## src/rtl/packet_serializer_if.sv

```systemverilog
// Handshake bundle between packet_serializer, its upstream packet FIFO and the downstream flit sink.
// flit_parity is present only when PKT_SER_PARITY_EN is defined.
interface packet_serializer_if #(
  parameter int PACKET_WIDTH = 128,
  parameter int FLIT_WIDTH   = 32
);
  logic                    fifo_empty;
  logic                    fifo_rd_en;
  logic [PACKET_WIDTH-1:0] fifo_rd_data;
  logic                    flit_valid;
  logic                    flit_ready;
  logic [FLIT_WIDTH-1:0]   flit_data;
  logic                    flit_sop;
  logic                    flit_eop;
`ifdef PKT_SER_PARITY_EN
  logic                    flit_parity;
`endif

  modport master (
    input  fifo_empty,
    input  fifo_rd_data,
    input  flit_ready,
    output fifo_rd_en,
    output flit_valid,
    output flit_data,
    output flit_sop,
`ifdef PKT_SER_PARITY_EN
    output flit_parity,
`endif
    output flit_eop
  );

  modport slave (
    output fifo_empty,
    output fifo_rd_data,
    output flit_ready,
    input  fifo_rd_en,
    input  flit_valid,
    input  flit_data,
    input  flit_sop,
`ifdef PKT_SER_PARITY_EN
    input  flit_parity,
`endif
    input  flit_eop
  );
endinterface

```

## src/rtl/packet_serializer.sv

```systemverilog
// Pops wide packets from a FIFO and emits them LSB-first as FLIT_WIDTH flits with sop/eop flags.
// Optional feature macro: PKT_SER_PARITY_EN adds flit_parity (XOR of flit_data).
module packet_serializer #(
  parameter int PACKET_WIDTH = 128,
  parameter int FLIT_WIDTH   = 32
) (
  input  logic                       clk,
  input  logic                       rst,
  packet_serializer_if.master        bus,
  output logic                       busy,
  output logic [15:0]                pkt_count
);
  // PACKET_WIDTH must be a multiple of FLIT_WIDTH with at least two flits per packet.
  localparam int NFLITS = PACKET_WIDTH / FLIT_WIDTH;
  localparam int IDX_W  = $clog2(NFLITS);
  localparam logic [IDX_W-1:0] LAST_IDX = IDX_W'(NFLITS - 1);

  typedef enum logic [1:0] {
    IDLE  = 2'd0,
    FETCH = 2'd1,
    SEND  = 2'd2
  } state_e;

  state_e                  state_q, state_d;
  logic [IDX_W-1:0]        idx_q, idx_d;
  logic [PACKET_WIDTH-1:0] packet_q, packet_d;
  logic [15:0]             pkt_count_q, pkt_count_d;

  logic                    sending;
  logic                    accept;
  logic                    last_accept;
  logic                    pop;
  logic [FLIT_WIDTH-1:0]   cur_flit;

  // Reset gates every output combinationally so nothing leaks in the reset cycle itself.
  assign sending     = (state_q == SEND) && !rst;
  assign accept      = sending && bus.flit_ready;
  assign last_accept = accept && (idx_q == LAST_IDX);
  assign pop         = !rst && !bus.fifo_empty && ((state_q == IDLE) || last_accept);
  assign cur_flit    = packet_q[int'(idx_q) * FLIT_WIDTH +: FLIT_WIDTH];

  always_ff @(posedge clk) begin
    if (rst) begin
      state_q     <= IDLE;
      idx_q       <= '0;
      packet_q    <= '0;
      pkt_count_q <= 16'h0000;
    end else begin
      state_q     <= state_d;
      idx_q       <= idx_d;
      packet_q    <= packet_d;
      pkt_count_q <= pkt_count_d;
    end
  end

  always_comb begin
    state_d     = state_q;
    idx_d       = idx_q;
    packet_d    = packet_q;
    pkt_count_d = pkt_count_q;
    case (state_q)
      IDLE: begin
        if (pop) begin
          state_d = FETCH;
        end else begin
          state_d = IDLE;
        end
      end
      FETCH: begin
        packet_d = bus.fifo_rd_data;
        idx_d    = '0;
        state_d  = SEND;
      end
      SEND: begin
        // A pop in the last-accept cycle chains straight into the next FETCH.
        if (last_accept) begin
          pkt_count_d = pkt_count_q + 16'd1;
          state_d     = pop ? FETCH : IDLE;
        end else if (accept) begin
          idx_d   = idx_q + IDX_W'(1);
          state_d = SEND;
        end else begin
          state_d = SEND;
        end
      end
      default: begin
        state_d = IDLE;
      end
    endcase
  end

  assign bus.fifo_rd_en = pop;
  assign bus.flit_valid = sending;
  assign bus.flit_data  = sending ? cur_flit : '0;
  assign bus.flit_sop   = sending && (idx_q == '0);
  assign bus.flit_eop   = sending && (idx_q == LAST_IDX);
  assign busy           = !rst && (state_q != IDLE);
  assign pkt_count      = rst ? 16'h0000 : pkt_count_q;

`ifdef PKT_SER_PARITY_EN
  assign bus.flit_parity = sending ? ^cur_flit : 1'b0;
`else
`endif

endmodule

```

## src/flat_wrapper.sv

```systemverilog
// flat-port wrapper written by rule: the top's interface ports become plain ports
module packet_serializer_flat 
#(
  parameter int PACKET_WIDTH = 128,
  parameter int FLIT_WIDTH   = 32
)
  (clk, rst, busy, pkt_count, bus_fifo_empty, bus_fifo_rd_data, bus_flit_ready, bus_fifo_rd_en, bus_flit_valid, bus_flit_data, bus_flit_sop, bus_flit_eop);
  packet_serializer_if #(.PACKET_WIDTH(PACKET_WIDTH), .FLIT_WIDTH(FLIT_WIDTH)) bus_i ();
  input  logic clk;
  input  logic rst;
  output logic busy;
  output logic [15:0] pkt_count;
  input wire logic [$bits(bus_i.fifo_empty)-1:0] bus_fifo_empty;
  input wire logic [$bits(bus_i.fifo_rd_data)-1:0] bus_fifo_rd_data;
  input wire logic [$bits(bus_i.flit_ready)-1:0] bus_flit_ready;
  output wire logic [$bits(bus_i.fifo_rd_en)-1:0] bus_fifo_rd_en;
  output wire logic [$bits(bus_i.flit_valid)-1:0] bus_flit_valid;
  output wire logic [$bits(bus_i.flit_data)-1:0] bus_flit_data;
  output wire logic [$bits(bus_i.flit_sop)-1:0] bus_flit_sop;
  output wire logic [$bits(bus_i.flit_eop)-1:0] bus_flit_eop;
  assign bus_i.fifo_empty = bus_fifo_empty;
  assign bus_i.fifo_rd_data = bus_fifo_rd_data;
  assign bus_i.flit_ready = bus_flit_ready;
  assign bus_fifo_rd_en = bus_i.fifo_rd_en;
  assign bus_flit_valid = bus_i.flit_valid;
  assign bus_flit_data = bus_i.flit_data;
  assign bus_flit_sop = bus_i.flit_sop;
  assign bus_flit_eop = bus_i.flit_eop;
  packet_serializer #(.PACKET_WIDTH(PACKET_WIDTH), .FLIT_WIDTH(FLIT_WIDTH)) u_core (.clk(clk), .rst(rst), .bus(bus_i), .busy(busy), .pkt_count(pkt_count));
endmodule
```

## config.mk

```make
export PLATFORM = sky130hd
export DESIGN_NAME = packet_serializer_flat
export DESIGN_NICKNAME = d
export VERILOG_FILES = /design/src/rtl/packet_serializer_if.sv /design/src/rtl/packet_serializer.sv /design/src/flat_wrapper.sv
export SDC_FILE = /design/constraint.sdc
export NUM_CORES = 1
export LEC_CHECK = 0
export ABC_AREA = 1
export CORE_MARGIN = 2
export CORE_UTILIZATION = 50
export DETAILED_ROUTE_END_ITERATION = 8
export MAX_ROUTING_LAYER = met4
export PLACE_DENSITY_LB_ADDON = 0.3
export SLEW_MARGIN = 20
export SYNTH_ARGS = -nofsm -noshare
export SYNTH_HDL_FRONTEND = slang
export SYNTH_SLANG_ARGS = --single-unit
export TNS_END_PERCENT = 30
```

## constraint.sdc

```tcl
create_clock -name clk -period 2.2 [get_ports clk]
set_input_delay 0.44 -clock clk [delete_from_list [all_inputs] [get_ports clk]]
set_output_delay 0.44 -clock clk [all_outputs]
set_load 0.01 [all_outputs]
```

==> out/results.ini, run 1 <==
[synthesis]
synth_nets=1140
synth_top_family_by_area=simple AND/OR/NAND/NOR gates
synth_top_area_share=0.4396
ys_seq_area_frac=0.4396
syn_inst=1001
synthMuxAreaShare=0
synthTopCellsByCount=nor2_1 (426), o21ai_0 (199), dfxtp_1 (148)
syn_area_sq_mm=0.006740
postSynthAreaPerCell_sq_um=6.733
synthAdderAreaFrac=0.01299
async_reset_ff_frac=0
synth_compound_area_frac=0.1821
synth_edf_count=0
synth-simple-area-share=0.2903
ys_types=24
yosys_warnings=0
ys.flop_type=dfxtp_1
synth_top_cell_by_area=dfxtp_1
post-synth-top-count-cell=nor2_1
synth_area_leaders=dfxtp_1 (44%), nor2_1 (24%), o21ai_0 (15%)
ys_ff_latch=148
yosys.area_share.xor_xnor=0

[drt]
finalWirelength_microns=19500
wire_per_inst_microns=14.40
drt-vias-per-instance=5.180
ant_nets=0
drtPass1Iterations=6
drcViolationCount=0
drtIter0Drc=701
via_count=7014

[timing]
relSlewSlack=0.5284
worstMarginPinSlew_ps=707.3
hold_slack_ps=488.9
finalSetupViolCount=0
timing.fmax_mhz=462.2
rsz0062_at_grt=yes
post-route-period-util=0.9834
min_period_ps=2163
clock_skew_ps=11.13
slew_violations=0
hold_viol=0

[flow_run]
max_cap_viol_count=0

[min_path]
min_from=u_core.packet_q[114]
min_to=u_core.packet_q[114]
hp-class=register to register
worstHoldPathCells=2

[setup_path]
timing.rr.start=u_core.state_q[1]
start_kind=register
path_class=register to output port
r2r_end=u_core.packet_q[82]
crit_fanout=7
arrival_ps=1720
cp.required_ps=1760
r2r_setup_slack_ps=460
reg2regPathDepth=7
cp-end-kind=output port

[global_route]
grt.total_usage=0.2771
antenna_found_initial=0
grt_max_degree=105
grt_pass1_vias=6463
overflow=0
grt_pass1_wl_microns=31390

[floorplanning]
core_sq_mm=0.01319
die_x_microns=120.1
die-height_microns=120.1
start_util=0.5110
dieArea_sq_mm=0.01443
io_pins=185
row_count=42

[placed_design]
placed_cells=1317
place_hpwl_microns=12050
io_buffers=184
place.gp.congestion=0.8755

[cells_and_area]
final_layout_size_suffix_gt1_frac=0.1138
antenna_cells=0
syn2layout_area_growth_pct=38.96
fin_cells=1354
layout.nets=1306

[cts]
clock_latency_ps=420
cts_tree=done
root_buffer=clkbuf_16
cts.path.max_buffers=2
cts-htree-levels=4
cts_sinks=148
cts_buffers=17
clkTransAtPathRegs_ps=50

[pwr]
p_leak_nw=3.910
ir_drop_mv=0.5514
power.density_mw_per_mm2=705.9
power_mw=6.612

[status]
outcome=finished clean

-- worst max-delay path: stages (launching register included) --
cell             delay (ps)
dfxtp_1                 310
inv_1                    80
ha_2                    190
inv_1                    50
nor2_2                  120
inv_2                    70
buf_4                   180
a21oi_2                 100
clkdlybuf4s15_2         220
-- power by group --
part / switching, mW / internal, mW
clock: 1.05 / 1.74
combinational: 0.435 / 0.421
sequential: 0.0884 / 2.87
total: 1.58 / 5.04
-- state kept, by name, summed over array words and instances, names as in the netlist --
| signal | cells |
|---|---|
| u_core.idx_q | 2 |
| u_core.pkt_count_q | 16 |
| u_core.state_q | 2 |
| u_core.packet_q | 128 |
-- metal layers --
metal | wire length [microns] | vias to the layer above | part of all wire | global-route usage
met5 | 0 | - | 0 | -
met4 | 277 | 0 | 0.014 | 0.07941
met3 | 1397 | 22 | 0.072 | 0.05798
met2 | 9163 | 284 | 0.47 | 0.4400
met1 | 8660 | 3171 | 0.44 | 0.3584
li1 | - | 3537 | - | -
-- cell type report --
type | instances | area, sq um
fillers | 1094 | 3824
multi-input cells | 744 | 3354
flip-flops and latches | 148 | 2970
repair buffers | 218 | 2103
clock buffers | 25 | 485.5
well taps | 176 | 220.2
inverters | 38 | 157.7
clock inverters | 5 | 75.07
-- what timing repair did --
item                                    CTS  global route
hold buffers                              0             0
resized for setup                       145            44
buffers inserted                          2             2
endpoints found under the setup margin   53            33
gates cloned                              3             0
pin swaps                                 2             2
-- per-stage QoR --
step	worst slack, ps	area (sq um)	util	setup TNS (ps)
final	36.53	9366	0.7101	0
after global routing	-84.10	9366	0.7101	-250.4
after CTS	-68.00	9398	0.7125	-134.6
after detailed placement	-279.2	8777	0.6654	-9015
after global placement	-236.9	8777	0.6654	-8095
after floorplan	336.4	6740	-	0
-- cell families (layout without fill, tap and decap cells) --
logic type      Yosys count  in the layout
compound gates          244            244
fa+ha+maj                 7              7
buf+inv                 109            286
flops                   148            148
simple gates            493            493
-- cells in the final DEF (no fill, tap or decap), types with 4 or more instances in the layout --
| cell type | netlist | final |
|---|---|---|
| clkbuf_1 | 36 | 5 |
| nor3_1 | 5 | 5 |
| dfxtp_1 | 148 | 146 |
| ha_1 | 7 | 4 |
| buf_12 | 0 | 9 |
| nand3_1 | 7 | 7 |
| buf_4 | 4 | 22 |
| clkbuf_2 | 0 | 5 |
| clkdlybuf4s50_1 | 0 | 145 |
| nor2_1 | 426 | 425 |
| a21oi_1 | 42 | 29 |
| inv_1 | 33 | 32 |
| buf_2 | 25 | 29 |
| nand4_1 | 7 | 7 |
| a21oi_2 | 1 | 14 |
| nor2_4 | 5 | 5 |
| clkbuf_16 | 0 | 17 |
| nand2_1 | 36 | 36 |
| o21ai_0 | 199 | 174 |
| o21ai_1 | 1 | 25 |
-- worst max-delay path by stage --
stage,depth (start not counted),slack (ps),startpoint,end
floorplan,7,340,u_core.state_q[0],bus_flit_data[23]
global placement,6,-240,rst,bus_flit_data[26]
detailed placement,6,-280,rst,bus_flit_data[17]
CTS,6,-70,u_core.idx_q[0],bus_flit_data[7]
global route,7,-80,u_core.idx_q[0],bus_flit_data[15]
finish,8,40,u_core.state_q[0],bus_flit_data[29]
(Power assumes the default switching activity.)
==> run 2, diff against run 1 <==
- SETUP_SLACK_MARGIN: default -> 0.4
- SKIP_LAST_GASP: default -> 1
==> run 2 against run 1 <==
  * Flip-flop and latch count did not move
  * Maximum frequency rose by 0.61%
  * Clock skew fell by 5.9 ps
  * Via count rose by 3.0%
  * Clock power fell by 4%
  * Cell count rose by 1.3%
  * Power fell by 0.95%
  * Die area did not move
  * Critical path type unchanged
  * Largest cell class unchanged
==> out/results.ini, run 2 (synthesis results as in run 1) <==
[status]
outcome=finished clean

[setup_path]
start_kind=register
path_class=register to output port
crit_fanout=14
arrival_ps=1710
cp_slowest_cell=dfxtp_4
r2r_setup_slack_ps=540
crit_chain=buf_6 > buf_12 > nor2_1 > nor2_1 > o21ai_0 > a21oi_2 > buf_2
timing.rr.start=u_core.idx_q[0]
reg2regPathDepth=8
cp.required_ps=1760
r2r_end=u_core.pkt_count_q[3]
max_stage_delay_ps=410
cp-end-kind=output port
path_common_cell=nor2_1

[min_path]
min_to=u_core.state_q[1]
min_from=u_core.state_q[1]
hp-class=register to register
worstHoldPathCells=1

[floorplanning]
start_util=0.5110
row_count=42
io_pins=185
core_sq_mm=0.01319
dieArea_sq_mm=0.01443
die-height_microns=120.1
die_x_microns=120.1

[placed_design]
dp_worst_setup_slack_ps=-247.8
place_area_sq_mm=0.008872
place_hpwl_microns=12670
io_buffers=184
place.gp.congestion=0.8535

[timing]
finalSetupViolCount=0
relSlewSlack=0.5445
hold_viol=0
slew_violations=0
min_period_ps=2150
clock_skew_ps=5.192
rsz0062_at_grt=yes
timing.fmax_mhz=465.0
finalSetupTns_ps=0
post-route-period-util=0.9774
hold_slack_ps=488.4
worstMarginPinSlew_ps=683.3
layout_setup_ws_ps=49.65

[cells_and_area]
final_util=0.7254
final_layout_size_suffix_gt1_frac=0.1389
layout.nets=1321
final_cell_mix=nor2_1 (418), o21ai_0 (176), clkdlybuf4s50_1 (145)
top_register=u_core.packet_q
fillers=1077
syn2layout_area_growth_pct=41.95
top_regs=u_core.packet_q: 128 flops, u_core.pkt_count_q: 16 flops
multiInputGateArea_sq_mm=0.003396
register_area_sq_mm=0.002973
antenna_cells=0
final_cell_area_sq_mm=0.009568
final_common_cell=nor2_1
largest_reg_flops=128

[drt]
finalWirelength_microns=20090
via_count=7226
wire_per_inst_microns=14.65
drcViolationCount=0
drtIter0Drc=636
drtPass1Iterations=6
drt-vias-per-instance=5.271
ant_nets=0

[pwr]
ir_drop_mv=0.5124
power.internal_mw=4.914
p_seq_frac=0.453
power_frac_comb=0.137
p_sw_frac=0.2496
pwr-share-clk=0.411
p_switching_mw=1.635
power.density_mw_per_mm2=684.5
p_leak_nw=4.019

[cts]
cts_buffers=17
clkTransAtPathRegs_ps=60
cts.path.max_buffers=2
cts_sinks=148
cts-hold-fix-buffers=0
cts_tree=done
clock_latency_ps=420
root_buffer=clkbuf_16
cts-htree-levels=4

[global_route]
grt_pass1_wl_microns=31550
grt_max_degree=82
met2_usage=0.4276
antenna_found_initial=0
busiest_layer=met2
grt_pass1_vias=6531
grt.total_usage=0.2811
overflow=0
grt_use_met1=0.3664
grt_use_met3=0.06321

[flow_run]
max_cap_viol_count=0

[run 2: final cells by class]
cell class | instances | area share
Sequential cell | 148 | 0.3107
Clock inverter | 11 | 0.008892
Multi-Input combinational cell | 744 | 0.3549
Timing Repair Buffer | 233 | 0.2381
Tap cell | 176 | 0.02302
Inverter | 38 | 0.01622
Clock buffer | 21 | 0.04812
[run 2: worst max-delay path by stage]
| stage | from | endpoint | slack [ps] | cells past startpoint |
|---|---|---|---|---|
| final | u_core.idx_q[0] | bus_flit_data[24] | 50 | 7 |
| after global routing | u_core.idx_q[0] | bus_flit_data[22] | -50 | 7 |
| after CTS | u_core.idx_q[0] | bus_flit_data[20] | 60 | 7 |
| after detailed placement | rst | bus_flit_data[21] | -250 | 6 |
| after global placement | rst | bus_flit_data[18] | -190 | 6 |
| after floorplan | u_core.state_q[0] | bus_flit_data[23] | 410 | 7 |
[run 2: power groups by stage]
stage | logic [mW] | clock network, mW | registers (mW)
floorplan | 0.445 | 0 | 2.99
global placement | 0.826 | 0 | 3.00
detailed placement | 0.837 | 0 | 3.01
CTS | 0.870 | 2.72 | 2.96
global route | 0.995 | 2.86 | 2.99
finish | 0.894 | 2.69 | 2.97
[run 2: worst max-delay path, delay by kind of cell (launching register included)]
kind / cells / cell delay, ps
AOI/OAI and AO/OA: 2 / 320
buffers and inverters: 3 / 410
DFF: 1 / 410
and+or+nand+nor: 2 / 140
[run 2: metrics by stage]
stage	std cells	power, mW
floorplan	1001	3.436
global placement	1326	3.830
detailed placement	1326	3.850
CTS	1368	6.549
global route	1371	6.839
finish	1371	6.549
[run 2: timing repair]
action                     in CTS  in global routing
hold endpoints to repair        0                  0
cloned                          3                  1
resized for setup             182                 40
buffers inserted                7                  2
pin swaps                       8                 22
setup endpoints to repair      56                 64
[run 2: metal layers]
layer | vias to the layer above | share of wire
met5 | - | 0
met4 | 0 | 0.023
met3 | 40 | 0.077
met2 | 287 | 0.46
met1 | 3314 | 0.44
li1 | 3585 | -
